**src/rtl/mem_access_unit_pkg.sv**
```systemverilog
// Shared types and constants for the memory access unit: size encodings, FSM states and
// the default memory base address.
package mem_access_unit_pkg;

    typedef enum logic [1:0] {
        SzByte   = 2'd0,
        SzHalf   = 2'd1,
        SzWord   = 2'd2,
        SzDouble = 2'd3
    } size_e;

    typedef enum logic [1:0] {
        StIdle = 2'd0,
        StAcc0 = 2'd1,
        StAcc1 = 2'd2,
        StDone = 2'd3
    } state_e;

    localparam logic [63:0] DefaultBaseAddr = 64'h8000_0000;

    function automatic int unsigned size_bytes(input logic [1:0] size);
        return 32'd1 << size;
    endfunction

endpackage

```
**src/rtl/mem_access_unit_if.sv**
```systemverilog
// Request/response handshake between a requester (master) and the memory access unit (slave).
interface mem_access_unit_if #(
    parameter int unsigned DATA_W = 64,
    parameter int unsigned ADDR_W = 64
) ();
    logic              req_valid;
    logic              req_ready;
    logic              req_wen;
    logic [ADDR_W-1:0] req_addr;
    logic [1:0]        req_size;
    logic              req_unsigned;
    logic [DATA_W-1:0] req_wdata;
    logic              resp_valid;
    logic [DATA_W-1:0] resp_rdata;
    logic              resp_err;

    modport master (
        output req_valid, req_wen, req_addr, req_size, req_unsigned, req_wdata,
        input  req_ready, resp_valid, resp_rdata, resp_err
    );

    modport slave (
        input  req_valid, req_wen, req_addr, req_size, req_unsigned, req_wdata,
        output req_ready, resp_valid, resp_rdata, resp_err
    );
endinterface

```
**src/rtl/mem_access_unit_align.sv**
```systemverilog
// Combinational lane logic: byte enables, write-data shifting and load extraction/extension
// across a two-beat window of the memory bus.
module mem_align
    import mem_access_unit_pkg::*;
#(
    parameter int unsigned DATA_W = 64,
    localparam int unsigned B     = DATA_W / 8,
    localparam int unsigned OFF_W = $clog2(B),
    localparam int unsigned BE_W  = 2 * B
) (
    input  logic [OFF_W-1:0]  off_i,
    input  logic [1:0]        size_i,
    input  logic              unsigned_i,
    input  logic [DATA_W-1:0] wdata_i,
    input  logic [DATA_W-1:0] rbeat0_i,
    input  logic [DATA_W-1:0] rbeat1_i,
    output logic              err_o,
    output logic              split_o,
    output logic [DATA_W-1:0] wdata0_o,
    output logic [DATA_W-1:0] wdata1_o,
    output logic [DATA_W-1:0] wmask0_o,
    output logic [DATA_W-1:0] wmask1_o,
    output logic [DATA_W-1:0] rdata_o
);
    int unsigned         nbytes;
    int unsigned         nbits;
    int unsigned         off_int;
    logic [BE_W-1:0]     be;
    logic [2*DATA_W-1:0] wfull;
    logic [DATA_W-1:0]   rlow;
    logic [DATA_W-1:0]   lowmask;
    logic [DATA_W-1:0]   sign_src;
    logic                sign;

    always_comb begin
        nbytes   = size_bytes(size_i);
        nbits    = 8 * nbytes;
        off_int  = 32'(off_i);
        err_o    = nbytes > B;
        split_o  = (off_int + nbytes) > B;

        be = (BE_W'(1) << nbytes) - BE_W'(1);
        be = be << off_int;
        wfull    = {{DATA_W{1'b0}}, wdata_i} << (8 * off_int);
        wdata0_o = wfull[DATA_W-1:0];
        wdata1_o = wfull[2*DATA_W-1:DATA_W];
        wmask0_o = '0;
        wmask1_o = '0;
        for (int i = 0; i < int'(B); i++) begin
            wmask0_o[8*i +: 8] = {8{be[i]}};
            wmask1_o[8*i +: 8] = {8{be[B+i]}};
        end

        rlow     = DATA_W'({rbeat1_i, rbeat0_i} >> (8 * off_int));
        lowmask  = '1;
        sign_src = '0;
        sign     = 1'b0;
        rdata_o  = rlow;
        // Narrower than the bus: truncate, then sign- or zero-extend.
        if (nbits < DATA_W) begin
            lowmask  = (DATA_W'(1) << nbits) - DATA_W'(1);
            sign_src = rlow >> (nbits - 1);
            sign     = sign_src[0] & ~unsigned_i;
            rdata_o  = (rlow & lowmask) | (sign ? ~lowmask : '0);
        end
    end
endmodule

```
**src/rtl/mem_access_unit.sv**
```systemverilog
// Memory access unit: accepts byte..double loads/stores and issues one or two bus beats,
// splitting accesses that straddle a bus word.
module mem_access_unit
    import mem_access_unit_pkg::*;
#(
    parameter int unsigned       DATA_W    = 64,
    parameter int unsigned       ADDR_W    = 64,
    parameter logic [ADDR_W-1:0] BASE_ADDR = ADDR_W'(DefaultBaseAddr),
    parameter int unsigned       CNT_W     = 32
) (
    input  logic              clk,
    input  logic              rst,
    mem_access_unit_if.slave  bus,
    output logic              busy,
    output logic              mem_en,
    output logic              mem_wen,
    output logic [ADDR_W-1:0] mem_idx,
    output logic [DATA_W-1:0] mem_wdata,
    output logic [DATA_W-1:0] mem_wmask,
    input  logic [DATA_W-1:0] mem_rdata,
    output logic [CNT_W-1:0]  split_cnt
);
    localparam int unsigned B     = DATA_W / 8;
    localparam int unsigned OFF_W = $clog2(B);

    state_e            state_q, state_d;
    logic              wen_q, uns_q;
    logic [ADDR_W-1:0] addr_q;
    logic [1:0]        size_q;
    logic [DATA_W-1:0] wdata_q, beat0_q;
    logic [CNT_W-1:0]  split_cnt_q;

    logic              err, split, req_err, in_acc;
    logic [DATA_W-1:0] wd0, wd1, wm0, wm1, rdata_al;
    logic [ADDR_W-1:0] idx0;

    assign req_err = size_bytes(bus.req_size) > B;
    assign idx0    = (addr_q - BASE_ADDR) >> OFF_W;
    assign in_acc  = (state_q == StAcc0) || (state_q == StAcc1);

    // In DONE the final beat is still on mem_rdata; split loads pair it with the held beat0.
    mem_align #(.DATA_W(DATA_W)) u_align (
        .off_i     (addr_q[OFF_W-1:0]),
        .size_i    (size_q),
        .unsigned_i(uns_q),
        .wdata_i   (wdata_q),
        .rbeat0_i  (split ? beat0_q : mem_rdata),
        .rbeat1_i  (split ? mem_rdata : '0),
        .err_o     (err),
        .split_o   (split),
        .wdata0_o  (wd0),
        .wdata1_o  (wd1),
        .wmask0_o  (wm0),
        .wmask1_o  (wm1),
        .rdata_o   (rdata_al)
    );

    always_comb begin
        state_d = state_q;
        unique case (state_q)
            StIdle: if (bus.req_valid) state_d = req_err ? StDone : StAcc0;
            StAcc0: state_d = split ? StAcc1 : StDone;
            StAcc1: state_d = StDone;
            StDone: state_d = StIdle;
            default: state_d = StIdle;
        endcase
    end

    always_ff @(posedge clk) begin
        if (rst) begin
            state_q     <= StIdle;
            wen_q       <= 1'b0;
            uns_q       <= 1'b0;
            addr_q      <= '0;
            size_q      <= '0;
            wdata_q     <= '0;
            beat0_q     <= '0;
            split_cnt_q <= '0;
        end else begin
            state_q <= state_d;
            if (state_q == StIdle && bus.req_valid) begin
                wen_q   <= bus.req_wen;
                uns_q   <= bus.req_unsigned;
                addr_q  <= bus.req_addr;
                size_q  <= bus.req_size;
                wdata_q <= bus.req_wdata;
            end
            if (state_q == StAcc1) beat0_q <= mem_rdata;
            if (state_q == StAcc0 && split && split_cnt_q != '1) begin
                split_cnt_q <= split_cnt_q + CNT_W'(1);
            end
        end
    end

    assign bus.req_ready  = (state_q == StIdle);
    assign busy           = (state_q != StIdle);
    assign split_cnt      = split_cnt_q;
    assign mem_en         = !rst && in_acc && !wen_q;
    assign mem_wen        = !rst && in_acc && wen_q;
    assign mem_idx        = (state_q == StAcc0) ? idx0 :
                            (state_q == StAcc1) ? idx0 + ADDR_W'(1) : '0;
    assign mem_wdata      = (in_acc && wen_q) ? ((state_q == StAcc1) ? wd1 : wd0) : '0;
    assign mem_wmask      = (in_acc && wen_q) ? ((state_q == StAcc1) ? wm1 : wm0) : '0;
    assign bus.resp_valid = !rst && (state_q == StDone);
    assign bus.resp_err   = !rst && (state_q == StDone) && err;
    assign bus.resp_rdata = (state_q == StDone && !wen_q && !err) ? rdata_al : '0;
endmodule
```
**src/flat_wrapper.sv**
```systemverilog
// flat-port wrapper written by rule: the top's interface ports become plain ports
module mem_access_unit_flat import mem_access_unit_pkg::*;
#(
    parameter int unsigned       DATA_W    = 64,
    parameter int unsigned       ADDR_W    = 64,
    parameter logic [ADDR_W-1:0] BASE_ADDR = ADDR_W'(DefaultBaseAddr),
    parameter int unsigned       CNT_W     = 32
)
  (clk, rst, busy, mem_en, mem_wen, mem_idx, mem_wdata, mem_wmask, mem_rdata, split_cnt, bus_req_valid, bus_req_wen, bus_req_addr, bus_req_size, bus_req_unsigned, bus_req_wdata, bus_req_ready, bus_resp_valid, bus_resp_rdata, bus_resp_err);
  mem_access_unit_if #(.DATA_W(DATA_W), .ADDR_W(ADDR_W)) bus_i ();
  input  logic clk;
  input  logic rst;
  output logic busy;
  output logic mem_en;
  output logic mem_wen;
  output logic [ADDR_W-1:0] mem_idx;
  output logic [DATA_W-1:0] mem_wdata;
  output logic [DATA_W-1:0] mem_wmask;
  input  logic [DATA_W-1:0] mem_rdata;
  output logic [CNT_W-1:0] split_cnt;
  input wire logic [$bits(bus_i.req_valid)-1:0] bus_req_valid;
  input wire logic [$bits(bus_i.req_wen)-1:0] bus_req_wen;
  input wire logic [$bits(bus_i.req_addr)-1:0] bus_req_addr;
  input wire logic [$bits(bus_i.req_size)-1:0] bus_req_size;
  input wire logic [$bits(bus_i.req_unsigned)-1:0] bus_req_unsigned;
  input wire logic [$bits(bus_i.req_wdata)-1:0] bus_req_wdata;
  output wire logic [$bits(bus_i.req_ready)-1:0] bus_req_ready;
  output wire logic [$bits(bus_i.resp_valid)-1:0] bus_resp_valid;
  output wire logic [$bits(bus_i.resp_rdata)-1:0] bus_resp_rdata;
  output wire logic [$bits(bus_i.resp_err)-1:0] bus_resp_err;
  assign bus_i.req_valid = bus_req_valid;
  assign bus_i.req_wen = bus_req_wen;
  assign bus_i.req_addr = bus_req_addr;
  assign bus_i.req_size = bus_req_size;
  assign bus_i.req_unsigned = bus_req_unsigned;
  assign bus_i.req_wdata = bus_req_wdata;
  assign bus_req_ready = bus_i.req_ready;
  assign bus_resp_valid = bus_i.resp_valid;
  assign bus_resp_rdata = bus_i.resp_rdata;
  assign bus_resp_err = bus_i.resp_err;
  mem_access_unit #(.DATA_W(DATA_W), .ADDR_W(ADDR_W), .BASE_ADDR(BASE_ADDR), .CNT_W(CNT_W)) u_core (.clk(clk), .rst(rst), .bus(bus_i), .busy(busy), .mem_en(mem_en), .mem_wen(mem_wen), .mem_idx(mem_idx), .mem_wdata(mem_wdata), .mem_wmask(mem_wmask), .mem_rdata(mem_rdata), .split_cnt(split_cnt));
endmodule
```
**config.mk**
```make
export PLATFORM = sky130hd
export DESIGN_NAME = mem_access_unit_flat
export DESIGN_NICKNAME = d
export VERILOG_FILES = /design/src/rtl/mem_access_unit_pkg.sv /design/src/rtl/mem_access_unit_if.sv /design/src/rtl/mem_access_unit_align.sv /design/src/rtl/mem_access_unit.sv /design/src/flat_wrapper.sv
export SDC_FILE = /design/constraint.sdc
export NUM_CORES = 1
export LEC_CHECK = 0
export CORE_UTILIZATION = 45
export CTS_CLUSTER_DIAMETER = 60
export DETAILED_ROUTE_END_ITERATION = 10
export GPL_ROUTABILITY_DRIVEN = 0
export PLACE_DENSITY_LB_ADDON = 0.05
export SETUP_SLACK_MARGIN = 0.3
export SYNTH_ARGS = -nofsm -noshare
export SYNTH_HDL_FRONTEND = slang
export SYNTH_SLANG_ARGS = --single-unit
```
**constraint.sdc**
```tcl
create_clock -name clk -period 4.66 [get_ports clk]
set_input_delay 1.165 -clock clk [delete_from_list [all_inputs] [get_ports clk]]
set_output_delay 1.165 -clock clk [all_outputs]
set_load 0.1 [all_outputs]
```
==> flow_metrics.py, run 1 <==
metrics = {
    "run_status": {
        "status": "finished, violations left",
        "violations": "setup timing",
    },
    "setup_path": {
        "worst_setup_path_endpoint": "bus_resp_rdata[19]",
        "crit_path_max_fanout": 6,
        "critPathLaunch": "u_core.size_q[1]",
        "worst-endpoint-arrival_ns": 4.22,
        "criticalPathCategory": "flop to primary output",
        "setup.reg_to_reg.worst_slack_ns": 0.89,
        "worstSetupEndpointType": "primary output",
        "worstReg2RegStart": "u_core.size_q[1]",
        "worst-endpoint-required_ns": 3.49,
        "rr_endpoint": "u_core.split_cnt[31]",
        "worstRegToRegCells": 17,
        "kind_of_start_point_of_the_critical_path": "flop",
    },
    "detailed_routing": {
        "viasPerCell": 6.28,
        "drt_iter0_markers": 2205,
        "route.detailed.drc": 0,
        "drtAntennaViolNets": 0,
        "avgRoutedWirePerCell_um": 23.7,
        "routed_wire_length_mm": 89.1,
        "detail_route.first_pass.iterations": 6,
        "detailroute.via_count": 23570,
    },
    "synth": {
        "postSynth.asyncResetShare_pct": 0,
        "ys_ff_latch": 230,
        "synth_top_cells_by_count": "sky130_fd_sc_hd__nand2_1 (436), sky130_fd_sc_hd__nor2_1 (317), sky130_fd_sc_hd__a21oi_1 (269), sky130_fd_sc_hd__mux2i_1 (269), sky130_fd_sc_hd__dfxtp_1 (230)",
        "synth_top_family_by_area": "simple AND/OR/NAND/NOR gates",
        "syn-mean-instance-area_um2": 7.26,
        "synth_top_area_share_pct": 24.1,
        "synth_edf_count": 0,
        "netlist_instances": 2629,
        "postSynth.topFlopCell": "sky130_fd_sc_hd__dfxtp_1",
        "synth_top_area_cell": "sky130_fd_sc_hd__dfxtp_1",
        "synth_compound_area_share_pct": 19.3,
        "synth-adder-area-share_pct": 0.904,
        "netlist-cell-type-count": 91,
        "post_synth_instance_area_mm2": 0.0191,
        "netlist_top_cells_area": "sky130_fd_sc_hd__dfxtp_1 (24%), sky130_fd_sc_hd__mux2i_1 (14%), sky130_fd_sc_hd__nand2_1 (8.6%)",
        "yosys.area_share.simple_pct": 25.0,
        "yosysMostFrequentCell": "sky130_fd_sc_hd__nand2_1",
        "synth_seq_area_share_pct": 24.1,
        "synth.area.mux_share_pct": 19.2,
        "ys_warn_count": 0,
        "xor_and_xnor_area_share_after_synthesis_pct": 4.36,
    },
    "die": {
        "ios": 493,
        "row_count": 75,
        "core_mm2": 0.0419,
        "fp.dieArea_mm2": 0.0433,
        "dieHeight_um": 208,
        "chipWidth_um": 208,
        "starting_density_of_the_core_pct": 45.6,
    },
    "clock_tree": {
        "tritoncts_clock_tree": "done",
        "total_of_hold_buffers_inserted_after_clock_tree_synthesis": 0,
        "clk_latency_ns": 0.58,
        "clock-root-buffer": "sky130_fd_sc_hd__clkbuf_16",
        "cts.path.max_buffers": 3,
        "clk_pin_slew_ns": 0.06,
        "cts_sinks": 230,
        "numCtsBuffers": 30,
        "htree_levels": 1,
    },
    "pwr": {
        "power_leakage_nw": 12.4,
        "power_density_mw_per_mm2": 469,
        "vdd_drop_max_uv": 813,
        "power.total_mw": 15.2,
    },
    "timing": {
        "post-route-period-util_pct": 116,
        "final_hold_violation_count": 0,
        "rsz0062_at_grt": "true",
        "setup_viol": 83,
        "worst_clock_skew_ns": 0.00949,
        "fmaxAchievable_mhz": 186,
        "timing_max_transition_violations_final": 0,
        "timing.slew.headroom_pct": 31.4,
        "period_needed_ns": 5.38,
        "fin_ws_ns": -0.725,
        "final.setup.tns_ns": -45.79,
        "worst_pin_slew_ns": 1.03,
    },
    "flow_run": {
        "max-cap-violations": 0,
    },
    "layout": {
        "finish.net_count": 3403,
        "drive_gt1_share_pct": 35.0,
        "syn_to_final_growth_pct": 70.2,
        "final_core_utilization_pct": 77.6,
    },
    "hold_path": {
        "min_path_type": "flop to flop",
    },
    "place": {
        "io_buffer_count": 489,
        "detailed_place_hpwl_mm": 59.1,
    },
    "grt": {
        "grt.total_usage_pct": 37.4,
        "via_count_of_the_first_global_routing_pass": 22169,
        "grt_pass1_wl_mm": 128,
        "grt.overflow.total": 0,
        "pin_count_of_the_biggest_net_entering_global_routing": 155,
        "antenna_found_initial": 7,
    },
}
==> report_power, final <==
group	leakage, nW	internal, mW	total (mW)	switching [mW]
logic	9.98	3.73	10.1	6.37
registers	1.89	2.32	2.74	0.418
clock network	0.494	1.44	2.39	0.945
==> worst min-delay path by stage <==
stage / slack (ns) / start / to / cells past startpoint
6_report: 0.47 / u_core.wdata_q[43] / u_core.wdata_q[43] / 2
5_1_grt: 0.49 / u_core.wdata_q[43] / u_core.wdata_q[43] / 2
4_1_cts: 0.47 / u_core.wdata_q[43] / u_core.wdata_q[43] / 2
3_5_place_dp: 0.46 / u_core.wdata_q[43] / u_core.wdata_q[43] / 2
3_3_place_gp: 0.46 / u_core.wdata_q[43] / u_core.wdata_q[43] / 2
2_1_floorplan: 0.44 / u_core.wdata_q[47] / u_core.wdata_q[47] / 2
==> metal layers <==
| metal | global-route usage, % | share of wire (%) |
|---|---|---|
| met1 | 45.4 | 36 |
| met2 | 61.6 | 46 |
| met3 | 7.58 | 11 |
| met4 | 21.0 | 7.1 |
| met5 | 0 | 0.054 |
==> sequential cells by signal, summed over array words and instances (netlist names) <==
| signal | count |
|---|---|
| u_core.wdata_q | 64 |
| u_core.state_q | 2 |
| u_core.beat0_q | 64 |
| u_core.split_cnt | 32 |
| u_core.wen_q | 1 |
| u_core.addr_q | 64 |
| u_core.uns_q | 1 |
| u_core.size_q | 2 |
==> layout by cell type, fill, tap and decap left out, drive strengths merged, types with 23 or more instances in the layout <==
cell type        n
buf            558
nand2          437
nor2           319
a21oi          269
mux2i          269
clkdlybuf4s50  231
dfxtp          230
o21ai          104
nand3           63
mux2            56
nor3            53
xnor2           48
xor2            47
clkbuf          46
o22a            32
a211oi          31
and3            29
a22oi           28
and2            28
or3             25
o22ai           23
nor4            23
==> kinds of logic after synthesis <==
family,Yosys count
mux,340
simple gates,1064
flops,230
compound gates,596
fa+ha+maj,14
buf+inv,289
other cells,1
xor+xnor,95
==> metrics by stage <==
step	worst slack (ns)	cell area (um^2)	hold slack (ns)	instances
after global routing	-0.851	32500	0.489	3753
after floorplan	-0.434	20900	0.443	2631
final	-0.725	32500	0.473	3755
after global placement	-0.322	28700	0.459	3600
after detailed placement	-0.320	28700	0.465	3600
after CTS	-0.688	31200	0.473	3703
==> timing repair <==
action | 4_1_cts | 5_1_grt
setup endpoints to repair | 215 | 173
resized for setup | 230 | 165
setup buffers | 47 | 43
gates cloned | 3 | 5
pin swaps | 77 | 69
==> critical path: stages (launching register included) <==
cell and delay (ns):
sky130_fd_sc_hd__dfxtp_2 0.36, sky130_fd_sc_hd__inv_2 0.05, sky130_fd_sc_hd__nand2_2 0.09, sky130_fd_sc_hd__inv_4 0.06
sky130_fd_sc_hd__xnor2_4 0.12, sky130_fd_sc_hd__ha_4 0.18, sky130_fd_sc_hd__or3b_4 0.38, sky130_fd_sc_hd__o211a_1 0.14
sky130_fd_sc_hd__o211a_4 0.30, sky130_fd_sc_hd__buf_4 0.16, sky130_fd_sc_hd__a21oi_2 0.16, sky130_fd_sc_hd__o21ai_0 0.12
sky130_fd_sc_hd__and3_4 0.20, sky130_fd_sc_hd__a211o_1 0.33, sky130_fd_sc_hd__buf_6 0.14, sky130_fd_sc_hd__a211o_4 0.38
sky130_fd_sc_hd__buf_12 0.19, sky130_fd_sc_hd__o21ai_4 0.07, sky130_fd_sc_hd__buf_12 0.19
==> area by class of cell <==
class	instances	area, um^2
Tap cell	539	674
Timing Repair Buffer	794	9960
Antenna cell	4	10.0
Multi-Input combinational cell	2113	16100
Clock inverter	12	124
Sequential cell	230	4660
Fill cell	2777	9360
Inverter	22	95.1
Clock buffer	41	895
Power figures use the tool's default switching activity.
==> run 2: changes to the inputs <==
--- a/config.mk
+++ b/config.mk
@@ -5,12 +5,14 @@
 export SDC_FILE = /design/constraint.sdc
 export NUM_CORES = 1
 export LEC_CHECK = 0
+export CORE_MARGIN = 2
 export CORE_UTILIZATION = 45
 export CTS_CLUSTER_DIAMETER = 60
 export DETAILED_ROUTE_END_ITERATION = 10
 export GPL_ROUTABILITY_DRIVEN = 0
 export PLACE_DENSITY_LB_ADDON = 0.05
 export SETUP_SLACK_MARGIN = 0.3
+export SLEW_MARGIN = 20
 export SYNTH_ARGS = -nofsm -noshare
 export SYNTH_HDL_FRONTEND = slang
 export SYNTH_SLANG_ARGS = --single-unit
==> run 2 against run 1 <==
The run still ends with setup timing left. Clock skew increased by 0.014 ns. Die area increased by 1.9%. Power increased by 2.9%. Non-clock buffer count increased by 14. Setup slack got worse by 0.0064 ns. Wire length increased by 4.8%. Fmax decreased by 0.12%. Register-to-register slack improved by 0.12 ns. Global-route usage increased by 0.15 points. Design area increased by 0.87%. Worst hold slack got worse by 0.0027 ns. Largest cell class unchanged. Largest power group unchanged. Highest routed layer unchanged.
==> flow_metrics.py, run 2 (synthesis gave the netlist of run 1 again) <==
metrics = {
    "run_status": {
        "violations": "setup timing",
        "status": "finished, violations left",
    },
    "hold_path": {
        "min_path_type": "flop to flop",
    },
    "timing": {
        "timing.slew.headroom_pct": 28.4,
        "final_hold_violation_count": 0,
        "worst_pin_slew_ns": 1.07,
        "fin_ws_ns": -0.731,
        "rsz0062_at_grt": "true",
        "period_needed_ns": 5.39,
        "setup_viol": 85,
        "post-route-period-util_pct": 116,
        "timing.hold.ws_ns": 0.470,
        "fmaxAchievable_mhz": 185,
        "timing_max_transition_violations_final": 0,
        "final.setup.tns_ns": -47.18,
        "worst_clock_skew_ns": 0.0239,
    },
    "setup_path": {
        "critical_path.cell_chain": "buf_6 > nor2_4 > ha_4 > ha_4 > or3b_4 > buf_6 > o211ai_4 > nand2b_4 > a41oi_2 > or3_1 > and3_4 > a211o_1 > buf_6 > a211o_4 > clkbuf_16 > o21ai_4 > buf_12",
        "worstSetupEndpointType": "primary output",
        "crit_path_max_fanout": 6,
        "critPathMostFrequentCell": "sky130_fd_sc_hd__buf_6",
        "critPathBufInv": 5,
        "worst-endpoint-required_ns": 3.49,
        "critPathSlowestCell": "sky130_fd_sc_hd__or3b_4",
        "criticalPathCategory": "flop to primary output",
        "worst_path_max_stage_delay_ns": 0.38,
        "worst-endpoint-arrival_ns": 4.23,
        "worst_path_dominant_cell_family": "simple AND/OR/NAND/NOR gates",
        "kind_of_start_point_of_the_critical_path": "flop",
    },
    "grt": {
        "grt_pass1_wl_mm": 130,
        "grt.total_usage_pct": 37.5,
        "pin_count_of_the_biggest_net_entering_global_routing": 143,
        "via_count_of_the_first_global_routing_pass": 22354,
        "grt.overflow.total": 0,
        "antenna_found_initial": 10,
    },
    "die": {
        "fp.dieArea_mm2": 0.0441,
        "core_mm2": 0.0419,
        "dieHeight_um": 210,
        "chipWidth_um": 210,
        "ios": 493,
        "row_count": 75,
        "starting_density_of_the_core_pct": 45.5,
    },
    "detailed_routing": {
        "detail_route.first_pass.iterations": 6,
        "viasPerCell": 6.37,
        "routed_wire_length_mm": 93.4,
        "drtAntennaViolNets": 0,
        "drt_iter0_markers": 2417,
        "detailroute.via_count": 24070,
        "avgRoutedWirePerCell_um": 24.7,
        "route.detailed.drc": 0,
    },
    "clock_tree": {
        "clk_latency_ns": 0.56,
        "clock-root-buffer": "sky130_fd_sc_hd__clkbuf_16",
        "total_of_hold_buffers_inserted_after_clock_tree_synthesis": 0,
        "tritoncts_clock_tree": "done",
        "cts.path.max_buffers": 3,
        "htree_levels": 2,
        "numCtsBuffers": 34,
        "cts_sinks": 230,
        "clk_pin_slew_ns": 0.06,
    },
    "layout": {
        "layout_commonest_cell": "sky130_fd_sc_hd__nand2_1",
        "finish.net_count": 3420,
        "finalInstanceArea_mm2": 0.0328,
        "largest_registers": "u_core.addr_q x64, u_core.beat0_q x64, u_core.wdata_q x64",
        "most_used_cells_in_the_layout_excluding_fill_and_tap_cells": "sky130_fd_sc_hd__nand2_1 (427), sky130_fd_sc_hd__buf_4 (274), sky130_fd_sc_hd__a21oi_1 (247), sky130_fd_sc_hd__buf_12 (242), sky130_fd_sc_hd__clkdlybuf4s50_1 (231)",
        "syn_to_final_growth_pct": 71.7,
        "drive_gt1_share_pct": 34.8,
    },
    "pwr": {
        "power.total_mw": 15.7,
        "vdd_drop_max_uv": 920,
        "power_leakage_nw": 12.5,
        "power_density_mw_per_mm2": 478,
    },
    "place": {
        "dp_worst_setup_slack_ns": -0.397,
        "dpl_cell_area_mm2": 0.0287,
        "io_buffer_count": 489,
        "detailed_place_hpwl_mm": 60.1,
    },
    "flow_run": {
        "max-cap-violations": 0,
    },
}
## run 2: cell count changes in the layout (fill, tap and decap cells not counted), sizes merged, moves of 2 or more
cell / previous run / this run
buf: 558 / 570
clkbuf: 46 / 51
clkinvlp: 4 / 2
diode: 4 / 7
inv: 20 / 26
## run 2: final cells by class
type / count / area, um^2
multi-input combinational: 2112 / 16000
timing repair buffer: 808 / 10200
fill: 2772 / 9170
sequential: 230 / 4650
clock buffer: 44 / 970
tap: 539 / 674
clock inverter: 17 / 215
inverter: 22 / 95.1
antenna: 7 / 17.5
## run 2: what timing repair did
action	4_1_cts	5_1_grt
cloned	6	6
gates resized for setup	191	168
endpoints found under the setup margin	217	221
setup buffers	48	51
pin swaps	68	60
## run 2: per-layer routing
layer  GRT usage, %  routed length (um)  up-vias
li1               -                   -    10407
met1           45.2               33400    11269
met2           61.0               42000     1834
met3           8.75               10700      552
met4           22.5                7250        8
met5              0                  59        -
## run 2: report_power, final
| group | total, mW | internal, mW | switching, mW |
|---|---|---|---|
| clock network | 2.74 | 1.66 | 1.08 |
| registers | 2.74 | 2.31 | 0.425 |
| logic | 10.2 | 3.74 | 6.45 |
| total | 15.7 | 7.72 | 7.96 |
## run 2: per-stage QoR
step	util, %	instances
after floorplan	-	2631
after global placement	68.4	3600
after detailed placement	68.4	3600
after CTS	74.7	3715
after global routing	78.1	3778
final	78.1	3779
## run 2: final timing paths
check                     from              endpoint  slack, ns  cells after the start
max           u_core.size_q[0]    bus_resp_rdata[18]      -0.73                     17
min          u_core.addr_q[63]     u_core.addr_q[63]       0.47                      2
max reg2reg   u_core.size_q[0]  u_core.split_cnt[31]       1.01                     15
min reg2reg  u_core.addr_q[63]     u_core.addr_q[63]       0.47                      2
## run 2: worst register-to-register path: stages (launching register included)
cell and delay, ns:
sky130_fd_sc_hd__dfxtp_4 0.37, sky130_fd_sc_hd__buf_6 0.11, sky130_fd_sc_hd__nor2_4 0.04, sky130_fd_sc_hd__ha_4 0.17, sky130_fd_sc_hd__ha_4 0.19, sky130_fd_sc_hd__or3b_4 0.38, sky130_fd_sc_hd__buf_6 0.13, sky130_fd_sc_hd__o211ai_4 0.09
sky130_fd_sc_hd__nor2_4 0.12, sky130_fd_sc_hd__buf_4 0.17, sky130_fd_sc_hd__nor4_2 0.50, sky130_fd_sc_hd__and3_1 0.50, sky130_fd_sc_hd__nand2_1 0.23, sky130_fd_sc_hd__nor4_1 0.32, sky130_fd_sc_hd__xnor2_1 0.16, sky130_fd_sc_hd__nor2_1 0.05
